File: src/rtl/countdown_timer_ctlr_pkg.sv
// Shared constants for the countdown timer: add amounts, presets and widths.
package countdown_timer_ctlr_pkg;

    localparam int COUNT_W = 14;
    localparam int SUM_W   = 15;
    localparam int PRESC_W = 27;

    localparam logic [SUM_W-1:0]   ADD_U = 15'd10;
    localparam logic [SUM_W-1:0]   ADD_L = 15'd180;
    localparam logic [SUM_W-1:0]   ADD_R = 15'd200;
    localparam logic [SUM_W-1:0]   ADD_D = 15'd550;

    localparam logic [COUNT_W-1:0] MAX_COUNT = 14'd9999;
    localparam logic [COUNT_W-1:0] PRESET0   = 14'd15;
    localparam logic [COUNT_W-1:0] PRESET1   = 14'd185;

endpackage

File: src/rtl/countdown_timer_ctlr_bin2bcd.sv
// Combinational 14-bit binary to 4-digit BCD converter (double-dabble).
module bin2bcd_14 (
    input  logic [13:0] bin_i,
    output logic [15:0] bcd_o
);

    logic [29:0] shift_v;

    // Shift the binary value in one bit at a time, correcting each digit >= 5 first.
    always_comb begin
        shift_v        = '0;
        shift_v[13:0]  = bin_i;
        for (int i = 0; i < 14; i++) begin
            for (int d = 0; d < 4; d++) begin
                if (shift_v[14 + 4*d +: 4] > 4'd4) begin
                    shift_v[14 + 4*d +: 4] = shift_v[14 + 4*d +: 4] + 4'd3;
                end
            end
            shift_v = shift_v << 1;
        end
        bcd_o = shift_v[29:14];
    end

endmodule

File: src/rtl/countdown_timer_ctlr.sv
// Seconds countdown timer: button strobes add time, switches preset it,
// a prescaler decrements it once per tick; BCD/zero/blank feed the display.
module countdown_timer_ctlr
    import countdown_timer_ctlr_pkg::*;
#(
    parameter int TICK_CYCLES = 100000000
) (
    input  logic        clk,
    input  logic        rst,
    input  logic        pulse_btnu,
    input  logic        pulse_btnl,
    input  logic        pulse_btnr,
    input  logic        pulse_btnd,
    input  logic        sw0,
    input  logic        sw1,
    output logic [15:0] bcd,
    output logic        zero,
    output logic        blank
);

    localparam logic [PRESC_W-1:0] TICK_LAST = PRESC_W'(TICK_CYCLES - 1);
    localparam logic [PRESC_W-1:0] HALF_TICK = PRESC_W'(TICK_CYCLES / 2);

    logic [COUNT_W-1:0] count_q, count_d;
    logic [PRESC_W-1:0] presc_q, presc_d;
    logic [3:0]         prev_q;
    logic [3:0]         pulse_v;
    logic [3:0]         edge_v;
    logic [SUM_W-1:0]   add_sum;
    logic [SUM_W-1:0]   sum_v;
    logic [COUNT_W-1:0] dec_count;
    logic               tick;

    // Bit order {d, r, l, u} throughout.
    assign pulse_v = {pulse_btnd, pulse_btnr, pulse_btnl, pulse_btnu};
    assign edge_v  = pulse_v & ~prev_q;

    // Sum of all rising-edge contributions this cycle (0..940).
    always_comb begin
        add_sum = '0;
        if (edge_v[0]) add_sum = add_sum + ADD_U;
        if (edge_v[1]) add_sum = add_sum + ADD_L;
        if (edge_v[2]) add_sum = add_sum + ADD_R;
        if (edge_v[3]) add_sum = add_sum + ADD_D;
    end

    // Next count and prescaler: switches win, otherwise decrement then saturating add.
    always_comb begin
        tick      = (presc_q == TICK_LAST);
        presc_d   = tick ? '0 : presc_q + 27'd1;
        dec_count = (tick && (count_q != '0)) ? count_q - 14'd1 : count_q;
        sum_v     = {1'b0, dec_count} + add_sum;
        count_d   = count_q;
        if (sw1) begin
            count_d = PRESET1;
            presc_d = '0;
        end else if (sw0) begin
            count_d = PRESET0;
            presc_d = '0;
        end else if (sum_v > {1'b0, MAX_COUNT}) begin
            count_d = MAX_COUNT;
        end else begin
            count_d = sum_v[COUNT_W-1:0];
        end
    end

    // State registers; prev samples every cycle so held strobes never re-add.
    always_ff @(posedge clk or posedge rst) begin
        if (rst) begin
            count_q <= '0;
            presc_q <= '0;
            prev_q  <= '0;
        end else begin
            count_q <= count_d;
            presc_q <= presc_d;
            prev_q  <= pulse_v;
        end
    end

    assign zero  = (count_q == '0);
    assign blank = zero & (presc_q >= HALF_TICK);

    bin2bcd_14 u_bin2bcd (
        .bin_i (count_q),
        .bcd_o (bcd)
    );

endmodule

File: config.mk
export PLATFORM = sky130hd
export DESIGN_NAME = countdown_timer_ctlr
export DESIGN_NICKNAME = d
export VERILOG_FILES = /design/src/rtl/countdown_timer_ctlr_pkg.sv /design/src/rtl/countdown_timer_ctlr_bin2bcd.sv /design/src/rtl/countdown_timer_ctlr.sv
export SDC_FILE = /design/constraint.sdc
export NUM_CORES = 1
export LEC_CHECK = 0
export CORE_MARGIN = 4
export CORE_UTILIZATION = 46
export DETAILED_ROUTE_END_ITERATION = 10
export GPL_ROUTABILITY_DRIVEN = 0
export PLACE_DENSITY = 0.69
export SLEW_MARGIN = 20
export SYNTH_ARGS = -nofsm -noshare
export SYNTH_HDL_FRONTEND = slang
export SYNTH_SLANG_ARGS = --single-unit
File: constraint.sdc
create_clock -name clk -period 13.1 [get_ports clk]
set_input_delay 3.93 -clock clk [delete_from_list [all_inputs] [get_ports clk]]
set_output_delay 3.93 -clock clk [all_outputs]
set_load 0.01 [all_outputs]
Word-level counts from Yosys, hierarchy flattened:

Cells that the tools add are included.
Widths: inputs -> output; s select.

* register bits after elaboration: 45
* bits of input ports: 8
* output and inout bits: 18
* logic and storage cells: 167

* add/sub/neg operators: 52
* magnitude comparators: 48
* equal/unequal tests: 1
* mux-type cells: 57
* bitwise gates (word level): 3
* reductions and logical operators: 3

Operators by type and width (count)
* $gt 4x3->1 const B: 42
* $mux 4: 36
* $add 4x2->4 const B: 33
* $mux 27: 3
* $mux 14: 4
* $mux 15: 3
* $mux 3: 11
* $add 15x8->15 const B: 2
* $add 27x1->27 const B: 1
* $add 3x2->3 const B: 9
* $eq 27x27->1 const B: 1
* $ge 27x26->1 const B: 1
* $add 14x15->15: 1
* $add 15x10->15 const B: 1
* $gt 15x14->1 const B: 1
* $logic_not 14->1: 1
* $reduce_bool 14->1: 1
* $sub 14x1->14 const B: 1
* $add 1x2->3 const B: 3
* $gt 1x3->1 const B: 3
* $and 4x4->4: 1
* $not 4->4: 1
* $add 1x2->3 const AB: 1
* $gt 1x3->1 const AB: 1
* 2 further kinds: 2

Longest topological paths before layout:

Gate-level depths: netlist of run 1.

* word-level depth: 26
* gate-level depth with buffers: 39

By module:

A second synthesis of run 1 with hierarchy kept.

* cells, all modules: 854
* area, all modules: 6620.1 um2

Modules (own cells, without submodules)
* bin2bcd_14: times used 1, cells each 492, area an instance 3435.8 um2
* countdown_timer_ctlr: times used 1, cells each 362, area an instance 3184.3 um2

Least setup slack after synthesis of run 1:

OpenSTA, ideal clock, no wires.

* kind: register to output
* start point: register count_q[11]
* end point: output bcd[10]
* arrival time: 6.913 ns
* slack: 2.257 ns
* cell stages (with the launch flop): 37
* cells stage by stage: dfrtp_1 > buf_6 > inv_1 > ha_1 > inv_1 > ha_1 > and2_1 > buf_6 > o311a_1 > a41oi_1 > and2_1 > buf_6 > a21oi_1 > or3_1 > and3_1 > clkbuf_1 > nor2_2 > o211ai_1 > nand2_1 > ha_1 > clkbuf_1 > nand2_1 > mux2_2 > o311ai_0 > o221ai_1 > maj3_1 > a21boi_4 > mux2i_1 > nor2_1 > a311oi_1 > ha_1 > clkbuf_1 > a21boi_0 > o21ai_0 > a21oi_1 > a211oi_2 > mux2i_1

* longest elaborated chain between the ends: 22
* elaborated cells on any way between the ends: 81
* those cells by class: 27 x add/sub; 27 x order compare; 27 x mux

RTL lines
* from (decl): RTL line countdown_timer_ctlr.sv:24 `logic [COUNT_W-1:0] count_q, count_d;`
* from (signal assigned): RTL line countdown_timer_ctlr.sv:74 `count_q <= count_d;`
* $add 4x2->4 / $gt 4x3->1 (equally long branches): RTL line countdown_timer_ctlr_bin2bcd.sv:16, countdown_timer_ctlr_bin2bcd.sv:15
* $mux 4 *: RTL line countdown_timer_ctlr_bin2bcd.sv:15 `if (shift_v[14 + 4*d +: 4] > 4'd4) begin`
* $add 4x2->4 / $gt 4x3->1 (equally long branches): RTL line countdown_timer_ctlr_bin2bcd.sv:16, countdown_timer_ctlr_bin2bcd.sv:15
* $mux 4: RTL line countdown_timer_ctlr_bin2bcd.sv:15
* $add 4x2->4 / $gt 4x3->1 (equally long branches): RTL line countdown_timer_ctlr_bin2bcd.sv:16, countdown_timer_ctlr_bin2bcd.sv:15
* $mux 4: RTL line countdown_timer_ctlr_bin2bcd.sv:15
* $gt 4x3->1 / $add 4x2->4 (equally long branches): RTL line countdown_timer_ctlr_bin2bcd.sv:15, countdown_timer_ctlr_bin2bcd.sv:16
* $mux 4: RTL line countdown_timer_ctlr_bin2bcd.sv:15
* [6 not listed]
* $add 4x2->4 / $gt 4x3->1 (equally long branches): RTL line countdown_timer_ctlr_bin2bcd.sv:16, countdown_timer_ctlr_bin2bcd.sv:15
* $mux 4: RTL line countdown_timer_ctlr_bin2bcd.sv:15
* $add 4x2->4 / $gt 4x3->1 (equally long branches): RTL line countdown_timer_ctlr_bin2bcd.sv:16, countdown_timer_ctlr_bin2bcd.sv:15
* $mux 4: RTL line countdown_timer_ctlr_bin2bcd.sv:15
* $add 4x2->4 / $gt 4x3->1 (equally long branches): RTL line countdown_timer_ctlr_bin2bcd.sv:16, countdown_timer_ctlr_bin2bcd.sv:15
* $mux 4: RTL line countdown_timer_ctlr_bin2bcd.sv:15
* $add 4x2->4 / $gt 4x3->1 (equally long branches): RTL line countdown_timer_ctlr_bin2bcd.sv:16, countdown_timer_ctlr_bin2bcd.sv:15
* $mux 4 *: RTL line countdown_timer_ctlr_bin2bcd.sv:15
* to (decl): RTL line countdown_timer_ctlr.sv:16 `output logic [15:0] bcd,`

Mark *: on every way between the ends. The rest lies on a longest branch, timed or not.

Final worst setup path of run 1:

Same ends and word-level chain as after synthesis.

==> flow_summary.json, run 1 <==
{
  "worst-r2r-cell-count": 24,
  "grtUsageMet3_pct": 2.48,
  "path_max_fanout": 10,
  "port_buffers": 25,
  "timing.rr.start": "count_q[8]$_DFF_PP0_",
  "vdd_drop_max_mv": 0.133,
  "syn_to_final_growth_pct": 7.66,
  "whs_path_depth": 1,
  "drt-pass1-iter-count": 5,
  "wire_per_inst_um": 14.2,
  "critPathLaunch": "count_q[11]$_DFF_PP0_",
  "antenna_found_initial": 0,
  "synth.distinct_cells": 100,
  "critPathLaunchType": "flip-flop",
  "hold_class": "reg2reg",
  "die_h_um": 127,
  "critPathCapture": "bcd[10]",
  "yosysWarnings": 0,
  "cts-root-buf": "clkbuf_16",
  "grtUsageTotal_pct": 17.6,
  "setup_viol_count_final": 0,
  "worstPathArrival_ns": 8.33,
  "rsz0062_at_grt": "no",
  "vias": 6021,
  "dr.first_iter.drc_count": 464,
  "drive_gt1_share_pct": 8.73,
  "start_util_pct": 46.8,
  "antenna_cells": 0,
  "grt_pass1_wl_um": 24800,
  "cts_hold_buf": 0,
  "slew_headroom_pct": 44.5,
  "crit_slowest_cell": "clkdlybuf4s50_1",
  "clock-sinks": 45,
  "hold_viol": 0,
  "cpPeakStageDelay_ns": 0.55,
  "endpoint_kind": "output pin",
  "rows": 43,
  "synth-edff-count": 0,
  "drv_cap": 0,
  "worstPathRequired_ns": 9.17,
  "syn_area_sq_um": 6470,
  "power.total_mw": 1.11,
  "layout.cells.non_filler": 1016,
  "layout_common_cells": "nor2_1, nand2_1, a21oi_1",
  "grt_start_max_net_pins": 46,
  "slew_violations": 0,
  "tns_ns": 0,
  "cts_resized": 0,
  "vias_per_cell": 5.93,
  "synth_area_per_cell_sq_um": 7.70,
  "leakage_nw": 2.93,
  "fin_worst_skew_ns": 0.00640,
  "final_nets": 890,
  "core_sq_um": 13800,
  "pin_count": 26,
  "async_flop_share_pct": 100,
  "synth-seq-area-share_pct": 17.4,
  "die_area_sq_um": 16000,
  "cts.clk_slew.worst_paths_ns": 0.06,
  "die_w_um": 127,
  "htreeDepth": 2,
  "synthFlopType": "dfrtp_1",
  "final_common_cell": "nor2_1",
  "crit_path_frequent_cell": "ha_1",
  "grt-ovfl-total": 0,
  "fmax_mhz": 81.6,
  "syn-num-nets": 894,
  "dp_cells": 1009,
  "busiest_layer": "met2",
  "cts_buffers": 5,
  "drtAntennaViolNets": 0,
  "status": "completed",
  "cts_setup_buffers": 0,
  "dpl.hpwl_um": 11000,
  "ys_seq_elements": 45,
  "layout_min_cycle_time_ns": 12.26,
  "rr_endpoint": "count_q[2]$_DFF_PP0_",
  "fin_area_sq_um": 6970,
  "reg2reg_slack_ns": 7.20,
  "grt_use_met1_pct": 24.3,
  "syn-instance-count": 840,
  "drc_errors": 0,
  "max_slew.worst_pin.slew_ns": 0.825,
  "cts_buffer_depth": 2,
  "power_density_nw_per_um2": 159,
  "wl_um": 14400,
  "use_met2_pct": 28.7,
  "holdWs_ns": 0.498,
  "clock_latency_ns": 0.29,
  "fin_crit_sh_pct": 93.6,
  "dpl_cell_area_sq_um": 6780,
  "crit_type": "reg2out",
  "grt_pass1_vias": 5515,
  "cts_tree": "done"
}
critical path, delay by kind of cell, from the launching register on:
family / cells / cell delay [ns]
xor+xnor: 1 / 0.39
simple gates: 6 / 1.01
buf+inv: 3 / 0.75
compound gates: 13 / 3.05
fa+ha+maj: 5 / 1.62
mux: 3 / 0.71
flops: 1 / 0.49
layout make-up:
class / count / area, sq um
inverters: 46 / 173
well taps: 180 / 225
multi-input cells: 705 / 4970
repair buffers: 33 / 310
clock buffers: 5 / 125
flip-flops and latches: 45 / 1130
clock inverters: 2 / 38.8
fillers: 1312 / 6860
cell families (layout without fill, tap and decap cells):
logic type / count (synthesis) / in the layout / synth area share (%)
and+or+nand+nor: 315 / 315 / 24.1
xor gates and xnor gates: 73 / 73 / 10.4
muxes: 25 / 25 / 4.10
AOI/OAI and AO/OA: 245 / 245 / 28.6
DFF: 45 / 45 / 17.4
buffers and inverters: 90 / 86 / 6.25
adders and majority gates: 47 / 47 / 9.16
synthesized netlist by cell type (all sizes together), types with 6 or more instances:
master / instances / area share, %
a21oi: 52 / 4.3
ha: 45 / 8.7
dfrtp: 45 / 17
xnor2: 48 / 6.7
mux2: 9 / 1.6
and2: 7 / 0.68
nor2b: 7 / 0.68
a31oi: 10 / 1.2
o21bai: 8 / 0.93
a211oi: 11 / 1.4
nand2b: 11 / 1.1
a21o: 9 / 1.0
o211ai: 14 / 1.6
nor3: 26 / 2.0
mux2i: 16 / 2.5
buf: 16 / 2.0
or3: 6 / 0.66
o311ai: 8 / 1.5
xor2: 25 / 3.7
and3: 21 / 2.0
nand4: 14 / 1.4
nand3: 34 / 2.6
nand2: 64 / 3.8
o31ai: 8 / 1.0
or2: 8 / 0.77
a21boi: 6 / 0.87
nor4: 15 / 1.6
o2111ai: 8 / 1.2
o21ai: 43 / 3.4
inv: 44 / 2.6
nor2: 90 / 5.3
clkbuf: 28 / 1.6
per-stage QoR:
step	utilization [%]	setup WS, ns
2_1_floorplan	-	2.26
3_3_place_gp	49.0	1.01
3_5_place_dp	49.0	0.838
4_1_cts	50.2	0.504
5_1_grt	50.4	0.0884
6_report	50.4	0.845
worst min-delay path by stage:
stage / start / end / slack [ns]
finish: presc_q[0]$_DFF_PP0_ / presc_q[0]$_DFF_PP0_ / 0.50
global route: presc_q[0]$_DFF_PP0_ / presc_q[0]$_DFF_PP0_ / 0.50
CTS: presc_q[0]$_DFF_PP0_ / presc_q[0]$_DFF_PP0_ / 0.50
detailed placement: presc_q[0]$_DFF_PP0_ / presc_q[0]$_DFF_PP0_ / 0.49
global placement: presc_q[0]$_DFF_PP0_ / presc_q[0]$_DFF_PP0_ / 0.48
floorplan: presc_q[0]$_DFF_PP0_ / presc_q[0]$_DFF_PP0_ / 0.45
routing by layer:
| layer | share of wire [%] | wire length [um] | vias up |
|---|---|---|---|
| met2 | 47 | 6750 | 123 |
| met4 | 1.0 | 147 | 0 |
| met3 | 3.6 | 515 | 17 |
| li1 | - | - | 3095 |
| met5 | 0 | 0 | - |
| met1 | 49 | 7010 | 2786 |
registers in the layout, summed over array words and instances (netlist names):
| name | flops |
|---|---|
| count_q | 14 |
| presc_q | 27 |
| prev_q | 4 |
power breakdown:
group          internal (mW)  total (mW)  switching, mW
Combinational          0.410       0.812          0.402
Clock                 0.0895       0.142         0.0521
Sequential             0.144       0.157         0.0138
(Power assumes the default switching activity.)
==> inputs of run 2 (changes only) <==
--- a/config.mk
+++ b/config.mk
@@ -7,6 +7,7 @@
 export LEC_CHECK = 0
 export CORE_MARGIN = 4
 export CORE_UTILIZATION = 46
+export CTS_CLUSTER_SIZE = 14
 export DETAILED_ROUTE_END_ITERATION = 10
 export GPL_ROUTABILITY_DRIVEN = 0
 export PLACE_DENSITY = 0.69
==> constraint.sdc (replaced) <==
create_clock -name clk -period 12.6 [get_ports clk]
set_input_delay 3.78 -clock clk [delete_from_list [all_inputs] [get_ports clk]]
set_output_delay 3.78 -clock clk [all_outputs]
set_load 0.01 [all_outputs]
==> run 2 against run 1 <==
Against the previous run: final area is 0.79% higher; first-iteration DRC count is 5.0% higher; non-clock buffer count is 2 higher; count of clock-buffer cells in the layout is 1 higher; sequential power is 4% higher; via count is 1.9% higher; clock power is 7% lower; total power is 3.2% higher; setup slack worse by 0.18 ns; utilization is 0.40 points higher; combinational power is 4.6% higher; global-route usage is 0.22 points higher; largest cell class unchanged.
==> flow_summary.json, run 2 (synthesis results as in run 1) <==
{
  "drive_gt1_share_pct": 10.0,
  "finalWorstSetupSlack_ns": 0.669,
  "timing.rr.start": "count_q[8]$_DFF_PP0_",
  "endpoint_kind": "output pin",
  "leakage_nw": 2.94,
  "top_regs": "presc_q x27, count_q x14, prev_q x4",
  "die_area_sq_um": 16000,
  "vdd_drop_max_mv": 0.162,
  "fin_util_pct": 50.8,
  "crit_slowest_cell": "clkdlybuf4s50_1",
  "hold_class": "reg2reg",
  "largest_reg_flops": 27,
  "slew_headroom_pct": 26.3,
  "cts_buffer_depth": 2,
  "clock_latency_ns": 0.28,
  "drtAntennaViolNets": 0,
  "drt-pass1-iter-count": 5,
  "tns_ns": 0,
  "holdWs_ns": 0.479,
  "antenna_cells": 0,
  "fmax_mhz": 83.8,
  "grt_pass1_wl_um": 25000,
  "grt_pass1_vias": 5463,
  "drc_errors": 0,
  "clock-sinks": 45,
  "core_sq_um": 13800,
  "switchingPower_mw": 0.489,
  "cts.clk_slew.worst_paths_ns": 0.06,
  "cts_hold_buf": 0,
  "rr_endpoint": "count_q[7]$_DFF_PP0_",
  "pwr-share-comb_pct": 74.1,
  "seq_power_share_pct": 14.3,
  "port_buffers": 25,
  "status": "completed",
  "die_w_um": 127,
  "max_slew.worst_pin.slew_ns": 1.10,
  "dr.first_iter.drc_count": 487,
  "vias_per_cell": 6.02,
  "drv_cap": 0,
  "grtUsageTotal_pct": 17.8,
  "worstPathArrival_ns": 8.15,
  "hold_end": "presc_q[0]$_DFF_PP0_",
  "pre_cts_slack_ns": 0.665,
  "final_nets": 893,
  "path_max_fanout": 13,
  "whs_path_depth": 1,
  "fin_crit_sh_pct": 94.7,
  "start_util_pct": 46.8,
  "rows": 43,
  "hold_viol": 0,
  "power_density_nw_per_um2": 163,
  "wl_um": 14700,
  "vias": 6137,
  "worst-r2r-cell-count": 24,
  "final_common_cell": "nor2_1",
  "grt_start_max_net_pins": 46,
  "worstPathRequired_ns": 8.82,
  "crit_type": "reg2out",
  "grt-ovfl-total": 0,
  "cts_tree": "done",
  "layout_min_cycle_time_ns": 11.93,
  "fin_worst_skew_ns": 0.00490,
  "syn_to_final_growth_pct": 8.51,
  "cpPeakStageDelay_ns": 0.55,
  "die_h_um": 127,
  "slew_violations": 0,
  "clkPwrFrac_pct": 11.6,
  "pin_count": 26,
  "dpl.hpwl_um": 10900,
  "cts-root-buf": "clkbuf_16",
  "p_sw_share_pct": 42.7,
  "worstHoldStart": "presc_q[0]$_DFF_PP0_",
  "reg2reg_slack_ns": 6.83,
  "setup_viol_count_final": 0,
  "largest_register": "presc_q",
  "antenna_found_initial": 0,
  "layout_common_cells": "nor2_1, nand2_1, a21oi_1",
  "wire_per_inst_um": 14.5,
  "power.total_mw": 1.15,
  "critPathLaunchType": "flip-flop",
  "internal_power_mw": 0.656,
  "htreeDepth": 2,
  "cts_buffers": 5
}
run 2: layout make-up:
cell class / count / area, sq um
clock buffer: 6 / 139
clock inverter: 2 / 13.8
fill: 1333 / 6810
inverter: 46 / 173
multi-input combinational: 706 / 5020
sequential: 45 / 1130
tap: 180 / 225
timing repair buffer: 35 / 325
run 2: how the worst max path moves through the flow:
stage                          startpoint      end  slack [ns]  depth (start not counted)
floorplan           count_q[11]$_DFF_PP0_  bcd[10]        1.91                         36
global placement    count_q[11]$_DFF_PP0_  bcd[10]        0.89                         31
detailed placement  count_q[11]$_DFF_PP0_  bcd[10]        0.66                         30
CTS                 count_q[11]$_DFF_PP0_  bcd[10]        0.35                         30
global route        count_q[11]$_DFF_PP0_  bcd[10]      -0.002                         33
finish              count_q[11]$_DFF_PP0_  bcd[10]        0.67                         31
run 2: worst max-delay path, delay by kind of cell, from the launching register on:
kind            cells  cell delay (ns)
flops               1             0.54
fa+ha+maj           5             1.63
buf+inv             3             0.77
compound gates     14             3.17
mux                 3             0.73
simple gates        6             1.01
run 2: timing repair:
item	in CTS	in global routing
endpoints found under the setup margin	0	5
setup buffers	0	3
gates resized for setup	0	16
run 2: power by group through the flow:
| stage | combinational [mW] | sequential, mW | clock [mW] |
|---|---|---|---|
| floorplan | 0.588 | 0.155 | 0 |
| global placement | 0.833 | 0.166 | 0 |
| detailed placement | 0.838 | 0.166 | 0 |
| CTS | 0.843 | 0.163 | 0.135 |
| global route | 0.938 | 0.166 | 0.142 |
| finish | 0.849 | 0.164 | 0.132 |
run 2: through the flow:
| step | area (sq um) | std cells |
|---|---|---|
| 2_1_floorplan | 6470 | 840 |
| 6_report | 7020 | 1020 |
| 3_5_place_dp | 6770 | 1008 |
| 4_1_cts | 6920 | 1016 |
| 3_3_place_gp | 6770 | 1008 |
| 5_1_grt | 7020 | 1020 |
run 2: routing by layer:
metal  track usage, %  wire length, um
met5                0                0
met4             4.54              170
met3             1.56              704
met2             29.5             6890
met1             25.0             6970
==> inputs of run 3 (changes only) <==
--- a/config.mk
+++ b/config.mk
@@ -11,6 +11,7 @@
 export DETAILED_ROUTE_END_ITERATION = 10
 export GPL_ROUTABILITY_DRIVEN = 0
 export PLACE_DENSITY = 0.69
+export SETUP_SLACK_MARGIN = 0.02
 export SLEW_MARGIN = 20
 export SYNTH_ARGS = -nofsm -noshare
 export SYNTH_HDL_FRONTEND = slang
==> run 3 against run 2 <==
Against the previous run: combinational power about the same; first-iteration DRC count fell by 0.82%; critical endpoint unchanged; total power hardly changed; largest power group unchanged; sequential cell count unchanged; non-clock buffer count is the same.
==> flow_summary.json, run 3 (synthesis results as in run 1) <==
{
  "rows": 43,
  "reg2reg_slack_ns": 6.82,
  "crit_slowest_cell": "clkdlybuf4s50_1",
  "dpl.hpwl_um": 10900,
  "slew_violations": 0,
  "die_area_sq_um": 16000,
  "drc_errors": 0,
  "worst-r2r-cell-count": 24,
  "fin_worst_skew_ns": 0.00490,
  "cts-root-buf": "clkbuf_16",
  "worstPathRequired_ns": 8.82,
  "drtAntennaViolNets": 0,
  "cts_tree": "done",
  "power_density_nw_per_um2": 163,
  "cp.depth": 31,
  "syn_to_final_growth_pct": 8.53,
  "fin_util_pct": 50.8,
  "pin_count": 26,
  "status": "completed",
  "grt_start_max_net_pins": 46,
  "vias_per_cell": 5.99,
  "slew_headroom_pct": 25.8,
  "rsz0062_at_grt": "no",
  "fin_crit_sh_pct": 94.5,
  "final_common_cell": "nor2_1",
  "cpPeakStageDelay_ns": 0.55,
  "max_slew.worst_pin.slew_ns": 1.11,
  "wire_per_inst_um": 14.4,
  "p_sw_share_pct": 42.7,
  "largest_register": "presc_q",
  "timing.rr.start": "count_q[8]$_DFF_PP0_",
  "internal_power_mw": 0.656,
  "critPathLaunch": "count_q[11]$_DFF_PP0_",
  "antenna_found_initial": 0,
  "clkPwrFrac_pct": 11.6,
  "top_regs": "presc_q x27, count_q x14, prev_q x4",
  "grt-ovfl-total": 0,
  "cts.clk_slew.worst_paths_ns": 0.06,
  "clock-sinks": 45,
  "dr.first_iter.drc_count": 483,
  "fmax_mhz": 84.0,
  "endpoint_kind": "output pin",
  "tns_ns": 0,
  "final_nets": 893,
  "cts_buffers": 5,
  "hold_end": "presc_q[0]$_DFF_PP0_",
  "layout_common_cells": "nor2_1, nand2_1, a21oi_1",
  "cts_hold_buf": 0,
  "seq_power_share_pct": 14.3,
  "antenna_cells": 0,
  "port_buffers": 25,
  "worstPathArrival_ns": 8.12,
  "setup_viol_count_final": 0,
  "die_w_um": 127,
  "switchingPower_mw": 0.489,
  "leakage_nw": 2.94,
  "die_h_um": 127,
  "drv_cap": 0,
  "rr_endpoint": "count_q[7]$_DFF_PP0_",
  "wl_um": 14700,
  "crit_type": "reg2out",
  "htreeDepth": 2,
  "drt-pass1-iter-count": 6,
  "holdWs_ns": 0.479,
  "hold_viol": 0,
  "start_util_pct": 46.8,
  "path_max_fanout": 10,
  "power.total_mw": 1.15,
  "vias": 6108,
  "critPathLaunchType": "flip-flop",
  "crit_buf_inv": 3,
  "cts_buffer_depth": 2,
  "whs_path_depth": 1,
  "vdd_drop_max_mv": 0.162,
  "layout_min_cycle_time_ns": 11.90,
  "grtUsageTotal_pct": 17.8,
  "drive_gt1_share_pct": 10.1,
  "worstHoldStart": "presc_q[0]$_DFF_PP0_",
  "core_sq_um": 13800,
  "crit_family": "compound AO/OA/AOI/OAI gates",
  "grt_pass1_wl_um": 25000,
  "grt_pass1_vias": 5463,
  "crit_path_frequent_cell": "ha_1",
  "largest_reg_flops": 27,
  "hold_class": "reg2reg",
  "clock_latency_ns": 0.28,
  "pwr-share-comb_pct": 74.1
}
==> run 3: cell counts in the layout (fill, tap and decap cells not counted) <==
Identical to the previous run, type by type.
==> run 3: metal layers <==
layer	vias up	global-route usage, %	wire, um
met4	0	4.54	174
met1	2816	25.0	6930
met2	173	29.5	6910
met5	-	0	0
li1	3098	-	-
met3	21	1.56	674
==> run 3: final cells by class <==
type | count | area (sq um)
repair buffers | 35 | 325
clock buffers | 6 | 139
inverters | 46 | 173
flip-flops and latches | 45 | 1130
clock inverters | 2 | 13.8
well taps | 180 | 225
multi-input cells | 706 | 5020
fillers | 1332 | 6800
==> run 3: how the worst max path moves through the flow <==
stage / slack [ns] / to
finish: 0.70 / bcd[10]
global route: 0.07 / bcd[10]
CTS: 0.35 / bcd[10]
detailed placement: 0.66 / bcd[10]
global placement: 0.89 / bcd[10]
floorplan: 1.91 / bcd[10]
==> run 3: power groups by stage <==
| stage | sequential (mW) | combinational, mW | clock (mW) |
|---|---|---|---|
| 2_1_floorplan | 0.155 | 0.588 | 0 |
| 3_3_place_gp | 0.166 | 0.833 | 0 |
| 3_5_place_dp | 0.166 | 0.838 | 0 |
| 4_1_cts | 0.163 | 0.843 | 0.135 |
| 5_1_grt | 0.166 | 0.938 | 0.142 |
| 6_report | 0.164 | 0.849 | 0.132 |
==> run 3: what timing repair did <==
item                       CTS  global route
buffers inserted             0             3
resized for setup            0            17
setup endpoints to repair    0             5
==> run 3: per-stage QoR <==
step	instance area, sq um	setup slack (ns)	cells
2_1_floorplan	6470	1.91	840
3_3_place_gp	6770	0.894	1008
3_5_place_dp	6770	0.665	1008
4_1_cts	6920	0.348	1016
5_1_grt	7020	0.0718	1020
6_report	7020	0.697	1020
==> run 3: worst reg2reg max path, delay by kind of cell, from the launching register on <==
family	cells	cell delay (ns)
buffers and inverters	1	0.33
AO/OA/AOI/OAI	10	1.73
AND/OR/NAND/NOR	11	2.37
XOR/XNOR	1	0.17
flip-flops	1	0.77
adder cells (fa/ha/maj)	1	0.37
